File: src/rtl/ddp_hdr_arb_if.sv
// Header-port bundle between RDMAP header sources and the DDP header arbiter.
// slave = arbiter side, master = requester/DDP side.
interface ddp_hdr_arb_if #(
    parameter int NREQ   = 4,
    parameter int HDR_W  = 56,
    parameter int CTRL_W = 8
);
    localparam int GID_W = $clog2(NREQ);

    logic [NREQ-1:0]        reqValid;
    logic [NREQ*HDR_W-1:0]  reqHeader;
    logic [NREQ*CTRL_W-1:0] reqCtrl;
    logic [NREQ-1:0]        reqReady;
    logic                   hdrReady;
    logic                   rdmap2DdpHdrValid;
    logic [HDR_W-1:0]       rdmap2DdpHeader;
    logic [CTRL_W-1:0]      rdmap2DdpCtrl;
    logic [GID_W-1:0]       grantId;
    logic                   busy;

    modport slave (
        input  reqValid, reqHeader, reqCtrl, hdrReady,
        output reqReady, rdmap2DdpHdrValid, rdmap2DdpHeader, rdmap2DdpCtrl, grantId, busy
    );

    modport master (
        output reqValid, reqHeader, reqCtrl, hdrReady,
        input  reqReady, rdmap2DdpHdrValid, rdmap2DdpHeader, rdmap2DdpCtrl, grantId, busy
    );
endinterface

File: src/rtl/ddp_hdr_arb.sv
// Round-robin burst arbiter feeding the single RDMAP-to-DDP header port.
// Optional DDP_HDR_ARB_PRIO0_EN: requester 0 preempts without disturbing burst state.
module ddp_hdr_arb #(
    parameter int NREQ      = 4,
    parameter int HDR_W     = 56,
    parameter int CTRL_W    = 8,
    parameter int BURST_MAX = 4
) (
    input logic           clock,
    input logic           reset,
    ddp_hdr_arb_if.slave  bus
);
    localparam int GID_W = $clog2(NREQ);

    typedef enum logic {IDLE, BURST} state_e;

    state_e              state_q;
    logic [GID_W-1:0]    ptr_q, owner_q, gid_q;
    logic [3:0]          cnt_q;
    logic                vld_q;
    logic [HDR_W-1:0]    hdr_q;
    logic [CTRL_W-1:0]   ctrl_q;

    logic                load, anyReq, grant, keep, prioHit;
    logic [NREQ-1:0]     rrMask;
    logic [GID_W-1:0]    rrStart, rrWin, win;
    logic [HDR_W-1:0]    winHdr;
    logic [CTRL_W-1:0]   winCtrl;

    // Explicit wrap so non-power-of-two NREQ stays in range.
    function automatic logic [GID_W-1:0] inc(input logic [GID_W-1:0] x);
        return (x == GID_W'(NREQ - 1)) ? '0 : x + 1'b1;
    endfunction

    function automatic logic [GID_W-1:0] scan(input logic [NREQ-1:0] v,
                                              input logic [GID_W-1:0] start);
        logic [GID_W-1:0] res;
        logic             found;
        logic [GID_W-1:0] jj;
        int               j;
        res   = start;
        found = 1'b0;
        for (int k = 0; k < NREQ; k++) begin
            j = int'(start) + k;
            if (j >= NREQ) j = j - NREQ;
            jj = GID_W'(j);
            if (!found && v[jj]) begin
                found = 1'b1;
                res   = jj;
            end
        end
        return res;
    endfunction

    always_comb begin
        load    = !vld_q || bus.hdrReady;
        anyReq  = |bus.reqValid;
        grant   = load && anyReq;
        rrMask  = bus.reqValid;
`ifdef DDP_HDR_ARB_PRIO0_EN
        rrMask[0] = 1'b0;
        prioHit   = bus.reqValid[0];
`else
        prioHit   = 1'b0;
`endif
        keep    = (state_q == BURST) && bus.reqValid[owner_q] && (cnt_q < 4'(BURST_MAX));
        // Starting after the owner leaves the owner as the last candidate.
        rrStart = (state_q == BURST) ? inc(owner_q) : ptr_q;
        rrWin   = scan(rrMask, rrStart);
        win     = prioHit ? '0 : (keep ? owner_q : rrWin);
    end

    always_comb begin
        winHdr  = '0;
        winCtrl = '0;
        for (int i = 0; i < NREQ; i++) begin
            if (win == GID_W'(i)) begin
                winHdr  = bus.reqHeader[i*HDR_W +: HDR_W];
                winCtrl = bus.reqCtrl[i*CTRL_W +: CTRL_W];
            end
        end
    end

    always_ff @(posedge clock or posedge reset) begin
        if (reset) begin
            state_q <= IDLE;
            ptr_q   <= '0;
            owner_q <= '0;
            cnt_q   <= '0;
            vld_q   <= 1'b0;
            hdr_q   <= '0;
            ctrl_q  <= '0;
            gid_q   <= '0;
        end else if (load) begin
            vld_q <= anyReq;
            if (anyReq) begin
                hdr_q  <= winHdr;
                ctrl_q <= winCtrl;
                gid_q  <= win;
                // Priority grants leave the round-robin/burst state untouched.
                if (!prioHit) begin
                    state_q <= BURST;
                    owner_q <= win;
                    cnt_q   <= keep ? cnt_q + 4'd1 : 4'd1;
                end
            end else if (state_q == BURST) begin
                state_q <= IDLE;
                ptr_q   <= inc(owner_q);
            end
        end
    end

    assign bus.reqReady          = grant ? (NREQ'(1) << win) : '0;
    assign bus.rdmap2DdpHdrValid = vld_q;
    assign bus.rdmap2DdpHeader   = hdr_q;
    assign bus.rdmap2DdpCtrl     = ctrl_q;
    assign bus.grantId           = gid_q;
    assign bus.busy              = vld_q || (state_q == BURST);
endmodule

File: src/flat_wrapper.sv
// flat-port wrapper written by rule: the top's interface ports become plain ports
module ddp_hdr_arb_flat 
#(
    parameter int NREQ      = 4,
    parameter int HDR_W     = 56,
    parameter int CTRL_W    = 8,
    parameter int BURST_MAX = 4
)
  (clock, reset, bus_reqValid, bus_reqHeader, bus_reqCtrl, bus_hdrReady, bus_reqReady, bus_rdmap2DdpHdrValid, bus_rdmap2DdpHeader, bus_rdmap2DdpCtrl, bus_grantId, bus_busy);
  ddp_hdr_arb_if #(.NREQ(NREQ), .HDR_W(HDR_W), .CTRL_W(CTRL_W)) bus_i ();
  input logic clock;
  input logic reset;
  input wire logic [$bits(bus_i.reqValid)-1:0] bus_reqValid;
  input wire logic [$bits(bus_i.reqHeader)-1:0] bus_reqHeader;
  input wire logic [$bits(bus_i.reqCtrl)-1:0] bus_reqCtrl;
  input wire logic [$bits(bus_i.hdrReady)-1:0] bus_hdrReady;
  output wire logic [$bits(bus_i.reqReady)-1:0] bus_reqReady;
  output wire logic [$bits(bus_i.rdmap2DdpHdrValid)-1:0] bus_rdmap2DdpHdrValid;
  output wire logic [$bits(bus_i.rdmap2DdpHeader)-1:0] bus_rdmap2DdpHeader;
  output wire logic [$bits(bus_i.rdmap2DdpCtrl)-1:0] bus_rdmap2DdpCtrl;
  output wire logic [$bits(bus_i.grantId)-1:0] bus_grantId;
  output wire logic [$bits(bus_i.busy)-1:0] bus_busy;
  assign bus_i.reqValid = bus_reqValid;
  assign bus_i.reqHeader = bus_reqHeader;
  assign bus_i.reqCtrl = bus_reqCtrl;
  assign bus_i.hdrReady = bus_hdrReady;
  assign bus_reqReady = bus_i.reqReady;
  assign bus_rdmap2DdpHdrValid = bus_i.rdmap2DdpHdrValid;
  assign bus_rdmap2DdpHeader = bus_i.rdmap2DdpHeader;
  assign bus_rdmap2DdpCtrl = bus_i.rdmap2DdpCtrl;
  assign bus_grantId = bus_i.grantId;
  assign bus_busy = bus_i.busy;
  ddp_hdr_arb #(.NREQ(NREQ), .HDR_W(HDR_W), .CTRL_W(CTRL_W), .BURST_MAX(BURST_MAX)) u_core (.clock(clock), .reset(reset), .bus(bus_i));
endmodule
File: config.mk
export PLATFORM = sky130hd
export DESIGN_NAME = ddp_hdr_arb_flat
export DESIGN_NICKNAME = d
export VERILOG_FILES = /design/src/rtl/ddp_hdr_arb_if.sv /design/src/rtl/ddp_hdr_arb.sv /design/src/flat_wrapper.sv
export SDC_FILE = /design/constraint.sdc
export NUM_CORES = 1
export LEC_CHECK = 0
export ABC_AREA = 1
export BUFFER_PORTS_ARGS = -buffer_cell sky130_fd_sc_hd__buf_2
export CAP_MARGIN = 20
export CORE_MARGIN = 4
export CORE_UTILIZATION = 35
export CTS_BUF_LIST = sky130_fd_sc_hd__clkbuf_8
export CTS_CLUSTER_DIAMETER = 120
export DETAILED_ROUTE_END_ITERATION = 6
export GPL_ROUTABILITY_DRIVEN = 0
export PLACE_DENSITY = 0.77
export SKIP_LAST_GASP = 1
export SLEW_MARGIN = 20
export SYNTH_ARGS = -nofsm -noshare
export SYNTH_HDL_FRONTEND = slang
export SYNTH_SLANG_ARGS = --single-unit
export TNS_END_PERCENT = 30
File: constraint.sdc
create_clock -name clock -period 5.6 [get_ports clock]
set_input_delay 0.84 -clock clock [delete_from_list [all_inputs] [get_ports clock]]
set_output_delay 0.84 -clock clock [all_outputs]
set_load 0.01 [all_outputs]
# Word-level counts from Yosys, hierarchy flattened
# Index checks and enable logic that the tools add are counted.
word_totals:
  register_bits: 74
  out_inout_bits: 72
  in_bits: 263
  wordCells: 83
classes:
  reduce_logical: 16
  bitwise_logic: 1
  mux: 35
  add_sub_neg: 9
  eq_ne: 4
  n_shift: 1
  order_cmp: 10
ops:
  columns: ["operator", "n"]
  rows:
  - ["56-bit two-way mux", 4]
  - ["8-bit two-way mux", 4]
  - ["2-bit two-way mux", 11]
  - ["2-bit by 3-bit < comparator with 1-bit output (second input constant)", 5]
  - ["1-bit binary-select mux with 2-bit select", 5]
  - ["3-bit greater-or-equal comparator (second input constant)", 3]
  - ["1-bit two-way mux", 9]
  - ["4-bit two-way mux", 2]
  - ["2-bit by 1-bit subtractor with 2-bit output (second input constant)", 4]
  - ["2-bit by 2-bit adder with 3-bit output (second input constant)", 2]
  - ["2-bit equality test (second input constant)", 3]
  - ["1-bit logical AND", 6]
  - ["4-bit by 1-bit adder with 4-bit output (second input constant)", 1]
  - ["1-bit logical NOT", 4]
  - ["4-bit by 3-bit < comparator with 1-bit output (second input constant)", 1]
  - ["2-bit AND reduction", 2]
  - ["4-bit OR reduction", 1]
  - ["1-bit by 2-bit left shift with 4-bit output (first input constant)", 1]
  - ["2-bit by 1-bit adder with 3-bit output (second input constant)", 1]
  - ["2-bit by 3-bit greater-or-equal comparator with 1-bit output (second input constant)", 1]
  - ["2-bit by 1-bit adder with 2-bit output (second input constant)", 1]
  - ["2-bit by 1-bit equality test with 1-bit output (second input constant)", 1]
  - ["2-bit logical NOT", 1]
  - ["1-bit logical OR", 2]
  - ["1-bit NOT", 1]

# Depth between registers and ports, before layout
logic_depth:
  ltp_word: 23
  depth_mapped: 22
  ltp_nobuf: 21

# Worst setup path before layout
# OpenSTA, ideal clock, no wires.
synth_path:
  path_type: "register -> output"
  start: "register u_core.owner_q[0]"
  end: "output port bus_reqReady[1]"
  arrival_ps: 2373
  t_required_ps: 4760
  setup_slack_ps: 2387
  path_buffers: 3
  stages_incl_launch_ff: 18
  path_cell_list: "dfrtp_1 > ha_1 > nor2_1 > nand2_1 > nand2_2 > buf_6 > nand2_1 > nand3_1 > nand2_1 > nor2_4 > nand2_1 > nand2_1 > nand3_2 > nand2_4 > inv_2 > buf_6 > buf_2 > nor3_1"
synth_between:
  elab_chain_cells: 20
  elab_cells_between_ends: 47
  classes_between: "8 x add/sub; 4 x order compare; 1 x eq/ne; 1 x shift; 25 x mux; 8 x reduce/logical"
synth_lines:
  columns: ["element", "line_no", "source"]
  rows:
  - ["from (decl)", "ddp_hdr_arb.sv:18", "logic [GID_W-1:0] ptr_q, owner_q, gid_q;"]
  - ["from (signal assigned)", "ddp_hdr_arb.sv:103", "owner_q <= win;"]
  - ["parallel branches: the longest is 17 deep, another holds 2-bit by 1-bit adder with 3-bit output", null, null]
  - ["2-bit two-way mux *", "ddp_hdr_arb.sv:70", "win = prioHit ? '0 : (keep ? owner_q : rrWin);"]
  - ["1-bit by 2-bit left shift with 4-bit output *", "ddp_hdr_arb.sv:113", "assign bus.reqReady = grant ? (NREQ'(1) << win) : '0;"]
  - ["4-bit two-way mux *", "ddp_hdr_arb.sv:113", null]
  - ["to (decl)", "flat_wrapper.sv:17", "output wire logic [$bits(bus_i.reqReady)-1:0] bus_reqReady;"]
# Mark *: on every way between the ends. The select of a mux whose other input is x is not followed.

# Worst setup path after layout
layout_path:
  start: "register u_core.owner_q[0]"
  end: "output port bus_reqReady[3]"
# Same word-level chain as after synthesis.

==> metrics.md <==
| Metric | Value |
|---|---|
| FF-to-FF setup slack | roughly 1700 ps |
| Yosys top cell by area | dfrtp_1 |
| Die X | ~130 um |
| Clock sink count | between 70 and 80 |
| CP required | 4760 ps |
| Die Y | 135 um |
| Reg-to-reg critical path startpoint | u_core.owner_q[0]$_DFFE_PP0P_ |
| Residual DRC | 0 |
| Register bit count reported by yosys | 73 |
| Total CTS buffers | 9 |
| Clock Latency Late Sink | 350 ps |
| Setup Viol. Count Final | 0 |
| Total length of routed wires | 20300 um |
| Largest net degree at the start of global routing | 74 |
| Drt wl/cell | around 15 um |
| Largest family of logic cells by synthesized area | simple AND/OR/NAND/NOR gates |
| IO buf count | 334 |
| Synth unique cells | 32 |
| Max Root-Sink Buffers | 2 |
| Hold Path Depth | 2 |
| Compound-Gate Fraction of Synth Area | around 8.3% |
| Minimum clock period | 4950 ps |
| # rows | 46 |
| Final net count | approximately 1.4k |
| Top cells by count, synth | 292 x nand2_1, 124 x nand3_1, 73 x dfrtp_1 |
| Gr usage total | 21.4% |
| Xor/xnor share of the synthesized area | 0% |
| Adder-cell share of the synthesized area | 0.445% |
| Hpwl dp | 14900 um |
| Syn nets | 1143 |
| Worst hold path startpoint | u_core.bus.rdmap2DdpHeader[28]$_DFFE_PP0P_ |
| Area growth from synthesis to final layout | 32.5% |
| Final Hold Viols | 0 |
| Max-Cap Viols | 0 |
| Ys flop type | dfrtp_1 |
| Top cell type's share of synthesized area | 32.5% |
| Via-to-Cell Ratio | around 5.0 |
| CTS Hold Buffers Added | 0 |
| Crit. End Element | output port |
| Cell with the most instances after synthesis | nand2_1 |
| Final ANT Viol Nets | 0 |
| Sequential-to-total area share from yosys stat | 32.5% |
| Sink of the worst hold path | u_core.bus.rdmap2DdpHeader[28]$_DFFE_PP0P_ |
| Yosys Warn Count | 0 |
| Worst Max-Slew Pin Slew | 1020 ps |
| Number of setup buffers added after CTS | 0 |
| Syn avg cell area | 6.41 sq um |
| Relative slew slack | roughly a third |
| Synth async-reset ratio | 100% |
| Power per cell area | a little over 800 nW/um^2 |
| GR Overflow Total | 0 |
| Reg clk slew, reported paths | 80 ps |
| Final Skew | 8.85 ps |
| Min Hold Slack | between 400 and 500 ps |
| Final Slew Violations | 0 |
| Resized Gates After CTS | 0 |
| Unrepaired setup endpoints after global routing | no |
| Setup tns final | 0 ps |
| Iter 0 DRT Violations | 381 |
| R2R depth | 20 |
| Io pins | approximately 340 |
| Startpoint type of the worst setup path | flop |
| Via count | 6901 |
| Hold Path Class | flop to flop |
| Placed Area | 7280 sq um |
| Vias in the first global route | 6433 |
| Critical Path AT | 4110 ps |
| Synth Area in Simple Gates | 47.7% |
| Gate Count Post-Synth | 878 |
| Layout cell share with drive strength beyond 1 | between 30% and 40% |
| Crit Path Class | flop to output port |
| Status | finished clean |
| H-Tree Depth | 3 |
| Maximum vdd drop | about 0.00066 V |
| Multiplexer share of the synthesized area | 0.200% |
| Leak | 4.27 nW |
| Multi-input gate area | approximately 3200 sq um |
| Crit path max fanout | 57 |
| Synthesized area | ~5600 sq um |
| Seq. cell area | 1830 sq um |
| Die area | 18200 sq um |
| Cell area after layout | approximately 7500 sq um |
| Fill cells | 1661 |
| FF-to-FF End | u_core.bus.rdmap2DdpHeader[10]$_DFFE_PP0P_ |
| Clk root buf | clkbuf_8 |
| Post-synth EDFFs | 0 |
| First-pass GRT wire length | 31200 um |
| Worst setup path start | u_core.owner_q[0]$_DFFE_PP0P_ |
| Final worst-path cycle share | 88.4% |
| Peak Freq | 0.202 GHz |
| Dominant cells by area after synthesis | dfrtp_1 32%, nand2_1 19%, nand3_1 11% |
| Pre-antenna DRT Iters | 4 |
| CTS tree | yes |
| Core ar. | 15800 sq um |
| Initial core utilization | 35.5% |
| Initial antenna violation count | 1 |
| # diodes | 0 |
## cell usage in the layout (no fill, tap or decap), drive strengths merged
cell and n:
buf 343, dfrtp 73, a21oi 3, clkinv 5, o21a 2, clkbuf 9
or2 16, o21bai 17, inv 70, nor2 62, nand4 63, nand2 297
nand3 127, o21ai 61, nor3 2, nand3b 16, ha 2, mux2 1
## worst max path at each step
| stage | slack, ps | depth (start not counted) | endpoint |
|---|---|---|---|
| 2_1_floorplan | 2390 | 17 | bus_reqReady[1] |
| 5_1_grt | 170 | 17 | bus_reqReady[3] |
| 6_report | 650 | 17 | bus_reqReady[3] |
| 4_1_cts | 580 | 17 | bus_reqReady[3] |
| 3_3_place_gp | 1110 | 17 | bus_reqReady[3] |
| 3_5_place_dp | 1000 | 17 | bus_reqReady[3] |
## worst max-delay path, cell delays in order, from the launching register on
cell	delay (ps)
dfrtp_1	470
ha_1	260
nor2_1	110
nand2_1	220
nand2_2	290
nand2_1	110
nand3_1	90
nand2_1	90
nor2_4	130
nand2_1	60
nand2_1	80
nand2_1	50
nand2_1	70
nand3_2	100
nand2_4	490
nand2_2	520
nor2_2	400
buf_2	200
## logic make-up (layout without fill, tap and decap cells)
kind of cell	after synthesis	count (layout)
muxes	1	1
AOI/OAI and AO/OA	83	83
adders and majority gates	2	2
buffers and inverters	136	427
DFF	73	73
and+or+nand+nor	583	583
## per-layer routing
metal / up-vias / GRT usage, % / part of all wire, %
met5: - / 0 / 0.064
met4: 2 / 8.82 / 2.8
met3: 44 / 5.03 / 8.8
met2: 310 / 36.8 / 48
met1: 3101 / 25.6 / 40
li1: 3444 / - / -
## registers in the layout (all words and copies together) (netlist names)
name / cells
u_core.bus.rdmap2DdpHdrValid: 1
u_core.bus.rdmap2DdpHeader: 56
u_core.owner_q: 2
u_core.bus.rdmap2DdpCtrl: 8
u_core.cnt_q: 4
u_core.ptr_q: 2
## where the power goes
| part | leakage, nW | switching [mW] | total, mW | internal, mW |
|---|---|---|---|---|
| Combinational | 3.30 | 3.20 | 4.71 | 1.51 |
| Clock | 0.0963 | 0.199 | 0.352 | 0.153 |
| Sequential | 0.875 | 0.157 | 0.984 | 0.827 |
| Total | 4.27 | 3.56 | 6.04 | 2.49 |
## through the flow
step / setup slack (ps) / cells / utilization [%] / total power [mW]
floorplan: 2390 / 878 / - / 4.65
global placement: 1110 / 1368 / 46.0 / 5.62
detailed placement: 998 / 1368 / 46.0 / 5.71
CTS: 582 / 1384 / 47.0 / 6.07
global route: 167 / 1385 / 47.1 / 6.74
finish: 652 / 1385 / 47.1 / 6.04
## layout make-up
class,count,area share [%]
Multi-Input combinational cell,669,42.8
Inverter,68,3.44
Clock inverter,7,0.420
Tap cell,216,3.63
Sequential cell,73,24.5
Clock buffer,9,1.66
Timing Repair Buffer,343,23.5
No activity file was read; power rests on OpenSTA's default activity.
